### src/rtl/slice_sequencer.sv
// rtl/slice_sequencer.sv - slicer job sequencer: ranging, piece length division, move/cut loop with pause
// Drives one ranging request, divides the object into equal pieces, then alternates mover and cutter strokes.
module slice_sequencer #(
  parameter int STEPS_PER_CM  = 10,
  parameter int MAX_SLICE     = 20,
  parameter int RANGE_TIMEOUT = 3_000_000
) (
  input  logic        clk,
  input  logic        rst_n,
  input  logic        start_i,
  input  logic        pause_i,
  input  logic        slice_i,
  output logic        range_req_o,
  input  logic        range_valid_i,
  input  logic [8:0]  range_cm_i,
  output logic        move_req_o,
  output logic [15:0] move_steps_o,
  input  logic        move_done_i,
  output logic        cut_req_o,
  input  logic        cut_done_i,
  output logic        hold_o,
  output logic [4:0]  slice_num_o,
  output logic        finish_o,
  output logic        error_o,
  output logic [3:0]  state_o
);

  typedef enum logic [3:0] {
    S_IDLE   = 4'd0,
    S_RANGE  = 4'd1,
    S_CALC   = 4'd2,
    S_MOVE   = 4'd3,
    S_CUT    = 4'd4,
    S_NEXT   = 4'd5,
    S_DONE   = 4'd6,
    S_PAUSED = 4'd7
  } state_t;

  localparam logic [4:0]  SLICE_MAX = 5'(MAX_SLICE);
  localparam logic [31:0] TMO_LAST  = 32'(RANGE_TIMEOUT - 1);
  localparam logic [31:0] SPC       = 32'(STEPS_PER_CM);

  state_t      state_q, state_d;
  state_t      saved_q, saved_d;
  logic [31:0] tmo_q, tmo_d;
  logic [8:0]  rem_q, rem_d;
  logic [8:0]  piece_q, piece_d;
  logic [4:0]  cut_cnt_q, cut_cnt_d;
  logic [4:0]  slice_q, slice_d;
  logic        done_lat_q, done_lat_d;
  logic        pause_pend_q, pause_pend_d;
  logic        range_req_d, move_req_d, cut_req_d, finish_d, hold_d, error_d;
  logic [15:0] steps_d;
  logic [47:0] product;
  logic        move_done, cut_done;

  assign product   = {39'd0, piece_q} * {16'd0, SPC};
  // A done pulse captured while paused counts as arriving once the saved state resumes.
  assign move_done = move_done_i | done_lat_q;
  assign cut_done  = cut_done_i | done_lat_q;

  always_comb begin
    state_d      = state_q;
    saved_d      = saved_q;
    tmo_d        = tmo_q;
    rem_d        = rem_q;
    piece_d      = piece_q;
    cut_cnt_d    = cut_cnt_q;
    slice_d      = slice_q;
    done_lat_d   = done_lat_q;
    pause_pend_d = pause_pend_q;
    range_req_d  = 1'b0;
    move_req_d   = 1'b0;
    cut_req_d    = 1'b0;
    finish_d     = 1'b0;
    hold_d       = hold_o;
    error_d      = error_o;
    steps_d      = move_steps_o;

    case (state_q)
      S_IDLE: begin
        tmo_d        = '0;
        done_lat_d   = 1'b0;
        pause_pend_d = 1'b0;
        if (slice_i) begin
          slice_d = (slice_q >= SLICE_MAX) ? 5'd1 : slice_q + 5'd1;
        end
        if (start_i) begin
          error_d     = 1'b0;
          range_req_d = 1'b1;
          cut_cnt_d   = '0;
          state_d     = S_RANGE;
        end
      end
      S_RANGE: begin
        if (range_valid_i) begin
          rem_d   = range_cm_i;
          piece_d = '0;
          state_d = S_CALC;
        end else if (tmo_q == TMO_LAST) begin
          error_d = 1'b1;
          state_d = S_IDLE;
        end else begin
          tmo_d = tmo_q + 32'd1;
        end
      end
      S_CALC: begin
        // Zero pieces covers both range == 0 and range < slice count.
        if (rem_q >= {4'd0, slice_q}) begin
          rem_d   = rem_q - {4'd0, slice_q};
          piece_d = piece_q + 9'd1;
        end else if (piece_q == '0) begin
          error_d = 1'b1;
          state_d = S_IDLE;
        end else begin
          steps_d = (product > 48'hFFFF) ? 16'hFFFF : product[15:0];
          if (slice_q == 5'd1) begin
            finish_d = 1'b1;
            state_d  = S_DONE;
          end else begin
            move_req_d = 1'b1;
            state_d    = S_MOVE;
          end
        end
      end
      S_MOVE: begin
        if (move_done) begin
          done_lat_d   = 1'b0;
          cut_req_d    = 1'b1;
          pause_pend_d = pause_i;
          state_d      = S_CUT;
        end else if (pause_i) begin
          saved_d = S_MOVE;
          hold_d  = 1'b1;
          state_d = S_PAUSED;
        end
      end
      S_CUT: begin
        if (cut_done) begin
          done_lat_d   = 1'b0;
          pause_pend_d = 1'b0;
          state_d      = S_NEXT;
        end else if (pause_i || pause_pend_q) begin
          pause_pend_d = 1'b0;
          saved_d      = S_CUT;
          hold_d       = 1'b1;
          state_d      = S_PAUSED;
        end
      end
      S_NEXT: begin
        cut_cnt_d = cut_cnt_q + 5'd1;
        if ((cut_cnt_q + 5'd1) == (slice_q - 5'd1)) begin
          finish_d = 1'b1;
          state_d  = S_DONE;
        end else begin
          move_req_d = 1'b1;
          state_d    = S_MOVE;
        end
      end
      S_DONE: begin
        state_d = S_IDLE;
      end
      S_PAUSED: begin
        if ((saved_q == S_MOVE && move_done_i) || (saved_q == S_CUT && cut_done_i)) begin
          done_lat_d = 1'b1;
        end
        if (pause_i) begin
          hold_d  = 1'b0;
          state_d = saved_q;
        end
      end
      default: begin
        state_d = S_IDLE;
      end
    endcase
  end

  always_ff @(posedge clk or negedge rst_n) begin
    if (!rst_n) begin
      state_q      <= S_IDLE;
      saved_q      <= S_IDLE;
      tmo_q        <= '0;
      rem_q        <= '0;
      piece_q      <= '0;
      cut_cnt_q    <= '0;
      slice_q      <= 5'd1;
      done_lat_q   <= 1'b0;
      pause_pend_q <= 1'b0;
      range_req_o  <= 1'b0;
      move_req_o   <= 1'b0;
      cut_req_o    <= 1'b0;
      finish_o     <= 1'b0;
      hold_o       <= 1'b0;
      error_o      <= 1'b0;
      move_steps_o <= '0;
    end else begin
      state_q      <= state_d;
      saved_q      <= saved_d;
      tmo_q        <= tmo_d;
      rem_q        <= rem_d;
      piece_q      <= piece_d;
      cut_cnt_q    <= cut_cnt_d;
      slice_q      <= slice_d;
      done_lat_q   <= done_lat_d;
      pause_pend_q <= pause_pend_d;
      range_req_o  <= range_req_d;
      move_req_o   <= move_req_d;
      cut_req_o    <= cut_req_d;
      finish_o     <= finish_d;
      hold_o       <= hold_d;
      error_o      <= error_d;
      move_steps_o <= steps_d;
    end
  end

  assign state_o     = state_q;
  assign slice_num_o = slice_q;

endmodule

### config.mk
export PLATFORM = sky130hd
export DESIGN_NAME = slice_sequencer
export DESIGN_NICKNAME = d
export VERILOG_FILES = /design/src/rtl/slice_sequencer.sv
export SDC_FILE = /design/constraint.sdc
export NUM_CORES = 1
export LEC_CHECK = 0
export ABC_AREA = 1
export BUFFER_PORTS_ARGS = -buffer_cell sky130_fd_sc_hd__buf_2
export CORE_UTILIZATION = 45
export CTS_CLUSTER_SIZE = 25
export DETAILED_ROUTE_END_ITERATION = 16
export PLACE_DENSITY = 0.71
export SLEW_MARGIN = 20
export SYNTH_ARGS = -nofsm -noshare
export SYNTH_HDL_FRONTEND = slang
export SYNTH_SLANG_ARGS = --single-unit
### constraint.sdc
create_clock -name clk -period 3.7 [get_ports clk]
set_input_delay 0 -clock clk [delete_from_list [all_inputs] [get_ports clk]]
set_output_delay 0 -clock clk [all_outputs]
set_load 0.03 [all_outputs]
==> results.txt <==
status: finished, final reports clean
CTS sink count: 85
share of cells above drive strength 1: 0.0950
measured slew at the worst slew-check pin: 0.768 ns
Max Cap Viol: 0
most frequent cells in the layout: 257 x nand2_1, 96 x inv_1, 93 x nor2_1
Ports: 48
CTS buffer count: 9
antenna violations before repair: 0
Final Hold Viols: 0
GR Util All Layers: 0.225
HP Class: primary input to flip-flop
pwr/cell area: 587 nW/um2
clock latency on the worst-skew pair: 0.36 ns
via count: 5371
Max FO, Critical Path: 29
clk slew on worst S/H paths: 0.06 ns
Post-synth ARST share: 1.00
count of cell types in the netlist: 43
final wirelength: 13.9 mm
Syn Area/Cell: 7.04 um2
Setup violations, final: 0
leakage: 3.30 nW
Slew Limit Headroom: 0.488
final RePlAce weighted congestion: 0.908
CTS Root Cell: clkbuf_16
EDFF count, synth: 0
DRT iter0 DRCs: 374
Critical Path AT: 2.77 ns
unrepaired setup endpoints after global routing: no
fmax: 396 MHz
final max-slew violation count: 0
DR vias/cell: 5.03
WP data required: 3.95 ns
Max Root-Sink Buffers: 2
Core Footprint: 12700 um2
Routed WL per cell: 13.0 um
crit path time final: 2.52 ns
sequential-to-total area share from yosys stat: 0.361
Tot Pwr: 3.90 mW
Hold Startpoint: range_valid_i
area delta synth->final: 12.9%
Synth Cell Area: 5890 um2
Ys Warns: 0
final worst path period share: 0.682
post-route setup TNS: 0 ns
Chip Height: 116 um
Detail Route Antenna Nets: 0
antenna diode count: 0
drt drc: 0
largest net degree at the start of global routing: 60
die width: 116 um
total grt overflow: 0
VDD IR-drop max: 0.451 mV
Synth Flop Type: dfrtp_1
IO Port Bufs: 42
Final #Nets: 939
Initial DRT Pass Iterations: 5
Syn Inst Count: 836
clk_skew: 0.00672 ns
die area: 13500 um2
CP endpoint kind: flip-flop
critical path class: flip-flop to flip-flop
CTS tree: done
first-pass GRT wire length: 23.5 mm
Initial Util: 0.465
HPWL Detailed: 10.0 mm
CP Launch Type: flip-flop
Worst R2R Start: slice_num_o[2]
htree depth: 3
Critical Path Start: slice_num_o[2]
commonest non-fill, non-tap cell in the layout: nand2_1
row cnt: 41
synthesized flop and latch total: 85
vias in the first global route: 4952
## flip-flops by register name, summed over array words and instances, names as in the netlist
signal and cells:
tmo_q 32, move_steps_o 12, piece_q 9, rem_q 9
cut_cnt_q 5, slice_num_o 5, state_o 3, saved_q 2
cut_req_o 1, done_lat_q 1, error_o 1, finish_o 1
hold_o 1, move_req_o 1, pause_pend_q 1, range_req_o 1
## critical path, stage by stage (launching register included)
cell and delay [ns]:
dfrtp_1 0.41, inv_1 0.14, ha_1 0.41, nand2_1 0.12
nand2_1 0.06, a21oi_2 0.17, nand3_2 0.16, nand2_2 0.13
o21ai_2 0.06, nand2_2 0.40, inv_2 0.17, nand2_1 0.11
nand2_1 0.06
## routing by layer
metal / up-vias / GRT usage / share of wire
met4: 0 / 0.0846 / 0.023
met5: - / 0 / 0
met2: 110 / 0.365 / 0.46
met3: 21 / 0.0498 / 0.037
li1: 2788 / - / -
met1: 2452 / 0.294 / 0.48
## synthesized netlist by cell type (2+ instances only)
cell type,instances,area (um2)
ha_1,30,375
nand3_1,68,340
o21ai_1,17,85.1
xor2_1,20,175
o21bai_1,5,37.5
o21ai_0,41,205
fa_1,2,40.0
dfrtp_1,84,2100
nor2_1,93,349
mux2i_1,3,30.0
nand3b_1,6,45.0
nor2_4,3,33.8
nand4_1,12,75.1
a21o_1,3,22.5
buf_6,6,67.6
buf_4,6,45.0
inv_2,4,15.0
xnor2_1,5,43.8
nand2_2,3,18.8
or2_2,4,25.0
a21oi_1,16,80.1
nor3_1,20,100
o22ai_1,7,43.8
nand2_1,257,965
inv_1,96,360
o21ai_2,4,35.0
buf_2,5,25.0
## final cells by class
| cell class | count | area [um2] |
|---|---|---|
| clock buffer | 13 | 270 |
| clock inverter | 3 | 42.5 |
| fill | 1250 | 6020 |
| inverter | 101 | 380 |
| multi-input combinational | 636 | 3250 |
| sequential | 85 | 2130 |
| tap | 172 | 215 |
| timing repair buffer | 57 | 358 |
## repair_timing
action | 4_1_cts | 5_1_grt
resized for setup | 0 | 0
endpoints found under the setup margin | 0 | 0
hold buffers | 13 | 0
buffers inserted | 0 | 0
hold endpoints to repair | 70 | 0
## logic make-up (layout without fill, tap and decap cells)
logic type | Yosys count | in the layout | synth area share
buf+inv | 119 | 174 | 0.0886
flops | 85 | 85 | 0.361
mux | 3 | 3 | 0.00510
simple gates | 473 | 473 | 0.344
fa+ha+maj | 32 | 32 | 0.0705
xor+xnor | 25 | 25 | 0.0372
compound gates | 98 | 98 | 0.0929
other cells | 1 | 5 | 0.000637
## per-stage QoR
step / hold WS [ns] / setup slack (ns) / util / std cells / area (um2)
after floorplan: -0.296 / 1.50 / - / 840 / 5900
after global placement: 0.141 / 1.31 / 0.490 / 1038 / 6200
after detailed placement: 0.133 / 1.17 / 0.490 / 1038 / 6200
after CTS: 0.0775 / 1.16 / 0.525 / 1067 / 6650
after global routing: 0.111 / 0.928 / 0.525 / 1067 / 6650
final: 0.0906 / 1.18 / 0.525 / 1067 / 6650
## path summary, 6_finish.rpt
| path | to | slack [ns] | cells past startpoint |
|---|---|---|---|
| setup / recovery | rem_q[5] | 1.18 | 12 |
| hold reg to reg | move_steps_o[5] | 0.47 | 2 |
| max in group asynchronous | slice_num_o[0] | 2.53 | 3 |
| setup reg to reg | rem_q[5] | 1.18 | 12 |
| min in group asynchronous | cut_req_o | 0.27 | 2 |
| hold / removal | error_o | 0.09 | 6 |
## report_power, final
part	switching, mW	internal [mW]
Sequential	0.147	1.07
Combinational	1.18	0.533
Clock	0.388	0.578
Power figures use the tool's default switching activity.
